==> src/rtl/mag_cmp_pkg.sv <==
// Shared types and result encodings for the sequential magnitude comparator.
package mag_cmp_pkg;
  typedef enum logic [1:0] {IDLE, CMP, DONE} state_t;

  // Result encoding as {aeqb, agtb, altb}
  localparam logic [2:0] RES_NONE = 3'b000;
  localparam logic [2:0] RES_EQ   = 3'b100;
  localparam logic [2:0] RES_GT   = 3'b010;
  localparam logic [2:0] RES_LT   = 3'b001;
endpackage

==> src/rtl/mag_cmp_seq_digit_cmp.sv <==
// Combinational D-bit unsigned digit comparator.
module digit_cmp #(
  parameter int D = 4
) (
  input  logic [D-1:0] x,
  input  logic [D-1:0] y,
  output logic         eq,
  output logic         gt
);
  assign eq = (x == y);
  assign gt = (x > y);
endmodule

==> src/rtl/mag_cmp_seq.sv <==
// Sequential MSD-first magnitude comparator with early exit and start/done handshake.
module mag_cmp_seq
  import mag_cmp_pkg::*;
#(
  parameter int W = 16,
  parameter int D = 4
) (
  input  logic         clk,
  input  logic         reset,
  input  logic         start,
  input  logic         signed_mode,
  input  logic [W-1:0] a,
  input  logic [W-1:0] b,
  output logic         ready,
  output logic         done_tick,
  output logic         aeqb,
  output logic         agtb,
  output logic         altb
);
  localparam int N  = W / D;
  localparam int CW = (N > 1) ? $clog2(N) : 1;
  localparam logic [CW-1:0] LAST     = CW'(N - 1);
  localparam logic [D-1:0]  MSB_MASK = D'(1) << (D - 1);

  if ((D < 1) || (W % D != 0)) begin : g_bad_params
    $error("mag_cmp_seq: W must be a positive multiple of D");
  end

  state_t         state_q, state_d;
  logic [W-1:0]   a_q, a_d, b_q, b_d;
  logic           mode_q, mode_d;
  logic [CW-1:0]  i_q, i_d;
  logic           aeqb_q, aeqb_d, agtb_q, agtb_d, altb_q, altb_d;

  logic [D-1:0]   dig_a, dig_b, flip;
  logic           dig_eq, dig_gt;

  // Signed compare only needs the sign bit of the top digit inverted
  assign flip  = (mode_q && (i_q == '0)) ? MSB_MASK : '0;
  assign dig_a = a_q[W-1 -: D] ^ flip;
  assign dig_b = b_q[W-1 -: D] ^ flip;

  digit_cmp #(.D(D)) u_digit_cmp (
    .x  (dig_a),
    .y  (dig_b),
    .eq (dig_eq),
    .gt (dig_gt)
  );

  always_comb begin
    state_d = state_q;
    a_d     = a_q;
    b_d     = b_q;
    mode_d  = mode_q;
    i_d     = i_q;
    aeqb_d  = aeqb_q;
    agtb_d  = agtb_q;
    altb_d  = altb_q;
    case (state_q)
      IDLE: begin
        if (start) begin
          a_d     = a;
          b_d     = b;
          mode_d  = signed_mode;
          i_d     = '0;
          state_d = CMP;
        end
      end
      CMP: begin
        if (!dig_eq) begin
          aeqb_d  = 1'b0;
          agtb_d  = dig_gt;
          altb_d  = ~dig_gt;
          state_d = DONE;
        end else if (i_q == LAST) begin
          aeqb_d  = 1'b1;
          agtb_d  = 1'b0;
          altb_d  = 1'b0;
          state_d = DONE;
        end else begin
          a_d = a_q << D;
          b_d = b_q << D;
          i_d = i_q + CW'(1);
        end
      end
      DONE:    state_d = IDLE;
      default: state_d = IDLE;
    endcase
  end

  always_ff @(posedge clk) begin
    if (reset) begin
      state_q <= IDLE;
      a_q     <= '0;
      b_q     <= '0;
      mode_q  <= 1'b0;
      i_q     <= '0;
      aeqb_q  <= 1'b0;
      agtb_q  <= 1'b0;
      altb_q  <= 1'b0;
    end else begin
      state_q <= state_d;
      a_q     <= a_d;
      b_q     <= b_d;
      mode_q  <= mode_d;
      i_q     <= i_d;
      aeqb_q  <= aeqb_d;
      agtb_q  <= agtb_d;
      altb_q  <= altb_d;
    end
  end

  assign ready     = (state_q == IDLE);
  assign done_tick = (state_q == DONE);
  assign aeqb      = aeqb_q;
  assign agtb      = agtb_q;
  assign altb      = altb_q;
endmodule

==> config.mk <==
export PLATFORM = sky130hd
export DESIGN_NAME = mag_cmp_seq
export DESIGN_NICKNAME = d
export VERILOG_FILES = /design/src/rtl/mag_cmp_pkg.sv /design/src/rtl/mag_cmp_seq_digit_cmp.sv /design/src/rtl/mag_cmp_seq.sv
export SDC_FILE = /design/constraint.sdc
export NUM_CORES = 1
export LEC_CHECK = 0
export ABC_AREA = 1
export BUFFER_PORTS_ARGS = -buffer_cell sky130_fd_sc_hd__buf_4
export CORE_UTILIZATION = 59
export DETAILED_ROUTE_END_ITERATION = 10
export HOLD_SLACK_MARGIN = 0.08
export PLACE_DENSITY = 0.82
export SLEW_MARGIN = 25
export SYNTH_ARGS = -nofsm -noshare
export SYNTH_HDL_FRONTEND = slang
export SYNTH_SLANG_ARGS = --single-unit
==> constraint.sdc <==
create_clock -name clk -period 2.5 [get_ports clk]
set_clock_uncertainty 0.05 [all_clocks]
set_input_delay 0.25 -clock clk [delete_from_list [all_inputs] [get_ports clk]]
set_output_delay 0.25 -clock clk [all_outputs]
set_load 0.02 [all_outputs]
After elaboration in Yosys (flattened, before gate mapping)
Cells that the tools add are included.

word-level totals
  register bits after elaboration = 40
  logic and storage cells = 52

cells by class
  $add $sub $neg = 1
  magnitude comparators = 1
  equal/unequal tests = 9
  mux-type cells = 22
  bitwise gates (word level) = 3
  reductions and logical operators = 8

operators by type and width
  operator               count
  $mux W16               6
  $pmux W16 S2           2
  $mux W2                6
  $pmux W2 S2            2
  $xor A4 B4 Y4          2
  $ne A2 B2 Y1 const B   3
  $reduce_and A2 Y1      3
  $mux W1                5
  $eq A2 B2 Y1 const B   2
  $eq A4 B4 Y1           1
  $gt A4 B4 Y1           1
  $logic_not A2 Y1       2
  $mux W4                1
  $reduce_and A4 Y1      1
  $ne A3 B3 Y1 const B   1
  $add A2 B1 Y2 const B  1
  $eq A2 B1 Y1 const B   1
  $ne A2 B1 Y1 const B   1
  $reduce_bool A2 Y1     1
  $logic_and A1 B1 Y1    1
  $not A1 Y1             1

Longest topological paths before layout
Gate-level depths: netlist of run 1.

  depth after elaboration = 7
  gate-level depth with buffers = 10
  depth with buffers taken out = 9

Cells and area by module
Synthesis of run 1 repeated with hierarchy kept, for this count alone.

unflattened totals
  cell total of the unflattened synthesis = 339
  area, all modules = 2,142.1 um^2

modules (own cells, without submodules)
  module       times used  cells each  area each (um^2)  sequential area each (um^2)
  mag_cmp_seq  1           320         2,019.4           800.8
  digit_cmp    1           19          122.6             0.0

Least setup slack after synthesis of run 1
No wires, ideal clock.

  path type = reg-to-reg
  start point = reg b_q[14]
  end point = reg a_q[15]
  setup time = 113 ps
  arrival time = 1,398 ps
  required time = 2,337 ps
  setup slack = 939 ps
  cell stages (with the launch flop) = 11
  path buffers = 1
  path through = dfxtp_1 inv_1 ha_1 inv_1 nor2_2 nand3_2 nand2_2 nand2_4 buf_4 nor2_1 nor2_1

between the ends
  longest elaborated chain between the ends = 4

RTL lines
  what                         RTL line                     RTL
  from (decl)                  mag_cmp_seq.sv:30            logic [W-1:0] a_q, a_d, b_q, b_d;
  from (signal assigned)       mag_cmp_seq.sv:95            b_q <= '0;
  from (signal assigned)       mag_cmp_seq.sv:104           b_q <= b_d;
  $xor A4 B4 Y4                mag_cmp_seq.sv:41            assign dig_b = b_q[W-1 -: D] ^ flip;
  $eq A4 B4 Y1                 mag_cmp_seq_digit_cmp.sv:10  assign eq = (x == y);
  $ne A2 B2 Y1 (no line)       --
  $reduce_and A4 Y1 (no line)  --
  to (signal assigned)         mag_cmp_seq.sv:94            a_q <= '0;
  to (signal assigned)         mag_cmp_seq.sv:103           a_q <= a_d;
  to (decl)                    mag_cmp_seq.sv:30

Every way passes these cells.
A chain may end at the register's enable or synchronous reset.

Final worst setup path of run 1
  start point = reg b_q[13]
  end point = reg a_q[14]

Same word-level chain as after synthesis.

==> out/metrics.csv, run 1 <==
stage,metric,value,unit
sta,report.final.setup_viol,0,
min_path,hold_depth,3,
synth,main_area_contributors_after_synthesis,"sky130_fd_sc_hd__dfxtp_1, sky130_fd_sc_hd__nand2_1, sky130_fd_sc_hd__nor2_1",
drt,antenna_left,0,
setup_path,path_class,reg -> reg,
synth,netlist_instances,319,
synth,area_fraction_in_compound_gates_after_synthesis,6.73,%
drt,avgRoutedWirePerCell,11.0,um
pwr,worst_ir_drop_vdd,0.450,mV
finish,layout-drive-gt1-share,17.3,%
global_routing,grt_max_degree,45,
placement,buffer_ports.inserted,40,
synth,post_syn_area,2080,um2
sta,fin_tns_setup,0,ps
clocking,clk_pin_slew_worst_paths,110,ps
synth,main_combinational_cell_family_by_area_after_synthesis,simple AND/OR/NAND/NOR gates,
setup_path,arrival,2130,ps
drt,initialDrtViolationCount,125,
clocking,htree_num_levels,2,
global_routing,grt_use_total,24.9,%
global_routing,grt_first_pass_wirelength,6790,um
synth,mappedNetlistNets,360,
pwr,power.density_cell_area,906,nW/um2
clocking,clockRootBuffer,sky130_fd_sc_hd__clkbuf_4,
sta,fin_worst_hold_slack,106,ps
finish,design.final.nets,394,
clocking,cts_inserted_buffers,5,
clocking,cts.repair_timing.setup_buffer_count,0,
floorplanning,core_area,3360,um2
sta,worst-slew-pin-transition,513,ps
synth,synth_async_sr_flop_share,0,%
sta,slew_violations,0,
synth,synth_largest_area_cell,sky130_fd_sc_hd__dfxtp_1,
synth,synth_area_per_cell,6.52,um2
floorplanning,dieWidth,61.4,um
clocking,numClockSinks,40,
setup_path,cp_max_fo,34,
synth,synth-seq-cells,40,
sta,rsz_0062_raised_after_global_routing,no,
flow_run,max-cap-violations,0,
floorplanning,chipHeight,61.4,um
drt,wl,4390,um
synth,synth-xor-area-share,0,%
setup_path,reg2reg_setup_slack,610,ps
min_path,worstHoldStart,b[2],
setup_path,crit_top_cell,sky130_fd_sc_hd__nand2_1,
placement,gpl.final_weighted_congestion,0.792,
setup_path,timing.critical_path.cells,"inv_1, ha_1, nand2_1, nor2_2, nand4_4, nand3b_1, nand2_1, nor2_1",
synth,synth_most_common_cell,sky130_fd_sc_hd__nand2_1,
setup_path,setup.worst_path.start_class,flop,
clocking,postCtsHoldBufs,0,
floorplanning,initial_utilization,61.9,%
clocking,cts_tree,yes,
placement,detailed_place_hpwl,2950,um
synth,synthSimpleGateAreaFrac,40.6,%
drt,avgViaCountPerCell,5.03,
floorplanning,dieArea,3770,um2
setup_path,cpLargestDelayFamily,simple AND/OR/NAND/NOR gates,
synth,synth_edf_count,0,
synth,post_synth_fa_ha_maj_area_fraction,3.01,%
clocking,cts_resized,0,
finish,antenna_cells_inserted,0,
finish,postLayoutCoreUtil,72.0,%
synth,synth_top_area_share,38.5,%
synth,yosysWarnings,0,
finish,area_delta_synth_final,16.4,%
global_routing,first_global_vias,1609,
finish,layout.filler_cells,323,
outcome,outcome,finished clean,
synth,yosys-top-cells-count,"sky130_fd_sc_hd__nand2_1, sky130_fd_sc_hd__nor2_1, sky130_fd_sc_hd__dfxtp_1",
setup_path,critical_path.reg2reg.startpoint,b_q[13]$_SDFFE_PP0P_,
setup_path,r2r.worst_path.cells,8,
drt,detailedRoute.firstPassIterationCount,4,
synth,share_of_synthesized_area_spent_on_multiplexers,0,%
setup_path,cp_num_buf_inv,1,
setup_path,crit-reg2reg-capture,a_q[14]$_SDFFE_PP0P_,
setup_path,timing.critical_path.depth,8,
pwr,p_total,2.19,mW
pwr,static-leakage-power,1.24,nW
setup_path,end_kind,flop,
setup_path,cp_slowest_cell,sky130_fd_sc_hd__nand4_4,
clocking,insertion_delay,350,ps
sta,final_min_period_over_clock_period,75.4,%
min_path,hold_end,b_q[2]$_SDFFE_PP0P_,
sta,maxClockFrequency,530,MHz
global_routing,grt_remaining_overflow,0,
floorplanning,placement_rows,21,
synth,synth.distinct_cells,21,
drt,detailroute.via_count,2006,
sta,maxSlewHeadroom,65.7,%
clocking,clock_path_buffers,2,
global_routing,grt_antenna_before_repair,0,
floorplanning,ios,41,
synth,synth-main-ff-cell,sky130_fd_sc_hd__dfxtp_1,
sta,min_period,1890,ps
synth,synth-seq-area-share,38.5,%
setup_path,crit_required,2740,ps
min_path,class_of_the_worst_hold_path,in -> reg,
drt,drc_errors,0,
sta,report.final.hold_viol_count,0,
setup_path,delay_contributed_by_the_slowest_stage_of_the_critical_path,460,ps
## through the flow
stage | setup slack, ps | cell area [um2] | cells
floorplan | 939 | 2080 | 319
global placement | 710 | 2360 | 392
detailed placement | 621 | 2360 | 392
CTS | 609 | 2420 | 399
global route | 431 | 2420 | 399
finish | 614 | 2420 | 399
## worst max-delay path by stage
| stage | start | endpoint | slack, ps |
|---|---|---|---|
| 3_3_place_gp | b_q[13]$_SDFFE_PP0P_ | b_q[12]$_SDFFE_PP0P_ | 710 |
| 2_1_floorplan | b_q[14]$_SDFFE_PP0P_ | a_q[15]$_SDFFE_PP0P_ | 940 |
| 6_report | b_q[13]$_SDFFE_PP0P_ | a_q[14]$_SDFFE_PP0P_ | 610 |
| 3_5_place_dp | b_q[13]$_SDFFE_PP0P_ | a_q[13]$_SDFFE_PP0P_ | 620 |
| 4_1_cts | b_q[13]$_SDFFE_PP0P_ | a_q[14]$_SDFFE_PP0P_ | 610 |
| 5_1_grt | b_q[13]$_SDFFE_PP0P_ | a_q[14]$_SDFFE_PP0P_ | 430 |
## sequential cells by signal, summed over array words and instances, names as in the netlist
signal,flops
a_q,16
aeqb,1
agtb,1
altb,1
b_q,16
i_q,2
mode_q,1
state_q,2
## where the power goes
group / total [mW] / switching [mW] / internal [mW]
sequential: 0.858 / 0.0653 / 0.792
clock: 0.362 / 0.202 / 0.160
combinational: 0.975 / 0.625 / 0.350
## logic make-up after synthesis
family,Yosys count
buf+inv,50
flops,40
simple gates,196
compound gates,28
fa+ha+maj,5
## area by class of cell
class                   count  area (um2)  share of cell area [%]
clock buffers               7        65.1                    2.69
inverters                  35         136                    5.63
multi-input cells         229        1050                    43.2
flip-flops and latches     40         801                    33.1
well taps                  46        57.6                    2.38
repair buffers             42         315                    13.0
## routing by layer
layer | vias to the layer above | track usage [%] | wire length, um
li1 | 1054 | - | -
met1 | 899 | 29.6 | 1900
met2 | 47 | 44.3 | 2150
met3 | 6 | 6.30 | 269
met4 | 0 | 7.94 | 61
met5 | - | 0 | 0
## worst reg2reg max path: cells and delay by family, from the launching register on
| kind | cells | cell delay, ps |
|---|---|---|
| adders and majority gates | 1 | 280 |
| buffers and inverters | 1 | 50 |
| DFF | 1 | 330 |
| and+or+nand+nor | 6 | 1130 |
## placed cells by master, fill, tap and decap left out, types with 2 or more instances in the layout
cell type,n
sky130_fd_sc_hd__nand2_1,89
sky130_fd_sc_hd__nor2_1,59
sky130_fd_sc_hd__buf_4,42
sky130_fd_sc_hd__dfxtp_1,40
sky130_fd_sc_hd__nand3_1,35
sky130_fd_sc_hd__inv_1,31
sky130_fd_sc_hd__o21ai_0,17
sky130_fd_sc_hd__a21oi_1,11
sky130_fd_sc_hd__ha_1,5
sky130_fd_sc_hd__clkbuf_4,5
sky130_fd_sc_hd__nand2_2,4
sky130_fd_sc_hd__nand3b_1,3
sky130_fd_sc_hd__nor2_2,2
sky130_fd_sc_hd__nand2_4,2
sky130_fd_sc_hd__clkinv_1,2
sky130_fd_sc_hd__clkbuf_8,2
(Power assumes the default switching activity.)
==> run 2: changes to the inputs <==
ABC_AREA = 0   (was 1)
CORE_UTILIZATION = 53   (was 59)
PLACE_DENSITY = 0.75   (was 0.82)
clock period = 1.75 ns   (was 2.5 ns; I/O delays follow)
==> run 2 against run 1 <==
Against the previous run:
- the run now ends with negative setup slack left
- synthesized area decreased by 8.6%
- core utilization increased by 13 points
- critical endpoint is now a_q[11]$_SDFFE_PP0P_
- die area increased by 1.7%
- final area increased by 19%
- largest power group is now sequential cells
- first-iteration DRC count decreased by 38%
- global-route usage increased by 2.1 points
- sequential cell count unchanged
- cell count decreased by 15%
- sequential share of layout area decreased by 5.2 points
==> out/metrics.csv, run 2 <==
stage,metric,value,unit,change
global_routing,first_global_vias,1660,,+3.2%
sta,fin_worst_hold_slack,70.7,ps,-35.4 ps
finish,antenna_cells_inserted,0,,unchanged
sta,rsz_0062_raised_after_global_routing,yes,,
floorplanning,core_area,3390,um2,+0.78%
outcome,violations,negative setup slack,,
sta,slew_violations,0,,unchanged
drt,drc_errors,0,,unchanged
global_routing,grt_use_total,27.0,%,+2.1 points
finish,area_delta_synth_final,52.1,%,
drt,avgViaCountPerCell,5.38,,+6.9%
pwr,netSwitchingFraction,36.7,%,-4.0 points
floorplanning,dieWidth,61.9,um,+0.84%
drt,wl,5360,um,+22%
pwr,seqPwrFrac,43.5,%,+4.4 points
sta,report.final.hold_viol_count,0,,unchanged
finish,multi_input_area,1280,um2,+22%
clocking,cts_inserted_buffers,5,,unchanged
finish,design.final.nets,335,,-15%
setup_path,path_class,reg -> reg,,
finish,most-common-layout-cells,"sky130_fd_sc_hd__buf_4, sky130_fd_sc_hd__nor2_1, sky130_fd_sc_hd__dfxtp_1",,
synth,netlist_instances,224,,-30%
clocking,clk_pin_slew_worst_paths,120,ps,about the same
clocking,htree_num_levels,2,,unchanged
synth,post_syn_area,1900,um2,-8.6%
synth,synth_area_per_cell,8.49,um2,+30%
global_routing,grt_antenna_before_repair,0,,unchanged
pwr,static-leakage-power,1.18,nW,-5.0%
pwr,power.density_cell_area,914,nW/um2,+0.86%
drt,detailedRoute.firstPassIterationCount,4,,unchanged
sta,postLayoutSetupSlackWorst,-246,ps,-859 ps
floorplanning,chipHeight,61.9,um,+0.84%
synth,synth-main-ff-cell,sky130_fd_sc_hd__dfxtp_1,,
synth,yosys-top-cells-count,"sky130_fd_sc_hd__nor2_1, sky130_fd_sc_hd__dfxtp_1, sky130_fd_sc_hd__nor4_2",,
pwr,netSwitchingPower,0.971,mW,+8.7%
floorplanning,initial_utilization,56.1,%,-5.8 points
sta,min_period,2000,ps,+109 ps
finish,ff_latch_area,806,um2,+0.63%
flow_run,max-cap-violations,0,,unchanged
pwr,clockPowerShare,17.7,%,+1.2 points
floorplanning,dieArea,3830,um2,+1.7%
setup_path,delay_contributed_by_the_slowest_stage_of_the_critical_path,530,ps,+70 ps
global_routing,grt_first_pass_wirelength,7320,um,+7.8%
outcome,outcome,"complete, but fails checks",,
setup_path,end_kind,flop,,
synth,mappedNetlistNets,265,,-26%
sta,fin_tns_setup,-6370,ps,-6370 ps
sta,maxSlewHeadroom,62.9,%,-2.9 points
sta,final_min_period_over_clock_period,114,%,+39 points
finish,layout-drive-gt1-share,49.3,%,+32 points
placement,detailed_place_hpwl,2770,um,-6.0%
drt,antenna_left,0,,unchanged
drt,detailroute.via_count,1828,,-8.9%
sta,report.final.setup_viol,35,,+35
setup_path,cp_slowest_cell,sky130_fd_sc_hd__or4b_4,,
synth,synth-seq-area-share,42.1,%,+3.6 points
clocking,clock_path_buffers,2,,unchanged
global_routing,grt_max_degree,43,,-4.4%
finish,layout.cells.most_common,sky130_fd_sc_hd__buf_4,,
clocking,numClockSinks,40,,unchanged
drt,initialDrtViolationCount,77,,-38%
finish,layout.filler_cells,179,,-45%
synth,synth_async_sr_flop_share,0,%,unchanged
pwr,worst_ir_drop_vdd,0.536,mV,+19%
sta,maxClockFrequency,501,MHz,-5.5%
setup_path,cp_max_fo,9,,-74%
placement,gpl.final_weighted_congestion,0.825,,+4.2%
finish,largest_registers,"a_q: 16 flops, b_q: 16 flops",,
clocking,insertion_delay,360,ps,about the same
setup_path,crit_required,1930,ps,-810 ps
placement,place_inst,310,,-21%
synth,main_area_contributors_after_synthesis,"sky130_fd_sc_hd__dfxtp_1, sky130_fd_sc_hd__nor2_1, sky130_fd_sc_hd__nor4_2",,
setup_path,timing.critical_path.cells,"inv_2, ha_4, nand3_2, or4b_4, buf_12, clkbuf_16, nor2_4, nor4_2",,
sta,worst-slew-pin-transition,555,ps,+42.1 ps
min_path,class_of_the_worst_hold_path,in -> reg,,
pwr,pwr-share-comb,38.7,%,-5.7 points
floorplanning,ios,41,,unchanged
synth,yosysWarnings,0,,unchanged
synth,synth-seq-cells,40,,unchanged
synth,synth_largest_area_cell,sky130_fd_sc_hd__dfxtp_1,,
drt,avgRoutedWirePerCell,15.8,um,+43%
floorplanning,placement_rows,21,,unchanged
setup_path,reg2reg_setup_slack,-250,ps,-860 ps
global_routing,grt_remaining_overflow,0,,unchanged
synth,synth_edf_count,0,,unchanged
clocking,clockRootBuffer,sky130_fd_sc_hd__clkbuf_4,,
setup_path,setup.worst_path.start_class,flop,,
setup_path,arrival,2180,ps,+50 ps
synth,synth_most_common_cell,sky130_fd_sc_hd__nor2_1,,
placement,buffer_ports.inserted,40,,unchanged
pwr,p_int,1.67,mW,+28%
synth,synth.distinct_cells,33,,+57%
clocking,cts_tree,yes,,
synth,synth_top_area_share,42.1,%,+3.6 points
finish,final-instance-count-excl-fill,340,,-15%
run 2: cell types whose count changed in the layout (fill, tap and decap cells not counted), sizes merged, moves of 2 or more:
cell,before,now
inv,33,6
nand2b,0,3
nand3,36,11
nand3b,3,0
nand2,95,18
nor3,0,2
buf,42,59
nor2,61,76
nor4,0,21
dlygate4sd3,0,15
and2b,0,2
o21ai,17,1
o221a,0,3
run 2: final cells by class:
cell class | count | area share, %
multi-input combinational | 166 | 44.3
timing repair buffer | 75 | 23.4
tap | 46 | 1.99
sequential | 40 | 27.9
clock buffer | 5 | 1.30
inverter | 6 | 0.779
clock inverter | 2 | 0.433
run 2: critical path, delay by kind of cell, from the launching register on:
kind                     cells  cell delay [ps]
adder cells (fa/ha/maj)      1              260
AND/OR/NAND/NOR              4              780
buffers and inverters        3              410
flip-flops                   1              360
run 2: path summary, 6_finish.rpt:
check                                     startpoint                    to  depth (start not counted)
worst min register to register   b_q[2]$_SDFFE_PP0P_   b_q[2]$_SDFFE_PP0P_                          2
worst max register to register  b_q[13]$_SDFFE_PP0P_  a_q[11]$_SDFFE_PP0P_                          8
worst min-delay path                           a[13]  a_q[13]$_SDFFE_PP0P_                          3
worst max-delay path            b_q[13]$_SDFFE_PP0P_  a_q[11]$_SDFFE_PP0P_                          8
run 2: layer usage:
layer	global-route usage (%)	part of all wire, %	up-vias
li1	-	-	903
met1	32.6	43	843
met2	45.6	50	59
met3	7.25	3.8	23
met4	11.1	3.5	0
met5	0	0	-
run 2: cell families after synthesis:
logic type                 synth area share [%]
AOI/OAI and AO/OA                          7.24
xor gates and xnor gates                  0.461
adders and majority gates                  3.29
buffers and inverters                      6.58
DFF                                        42.1
muxes                                      1.12
and+or+nand+nor                            39.2
run 2: timing repair:
| action | CTS | global route |
|---|---|---|
| setup buffers | 2 | 2 |
| setup endpoints to repair | 33 | 35 |
| pin swaps | 7 | 7 |
| hold buffers | 13 | 2 |
| resized for setup | 43 | 16 |
| endpoints found under the hold margin | 13 | 2 |
| gates cloned | 2 | 2 |
run 2: metrics by stage:
stage | cell area (um2) | power (mW) | setup slack (ps) | util [%]
after floorplan | 1950 | 1.65 | -98.6 | -
after global placement | 2350 | 1.85 | -217 | 69.4
after detailed placement | 2350 | 1.87 | -275 | 69.4
after CTS | 2750 | 2.47 | -141 | 81.2
after global routing | 2890 | 2.78 | -300 | 85.3
final | 2890 | 2.64 | -246 | 85.3
run 2: power groups by stage:
stage | clock, mW | combinational, mW | sequential, mW
2_1_floorplan | 0 | 0.519 | 1.13
3_3_place_gp | 0 | 0.721 | 1.13
3_5_place_dp | 0 | 0.739 | 1.13
4_1_cts | 0.455 | 0.881 | 1.13
5_1_grt | 0.502 | 1.11 | 1.16
6_report | 0.468 | 1.02 | 1.15
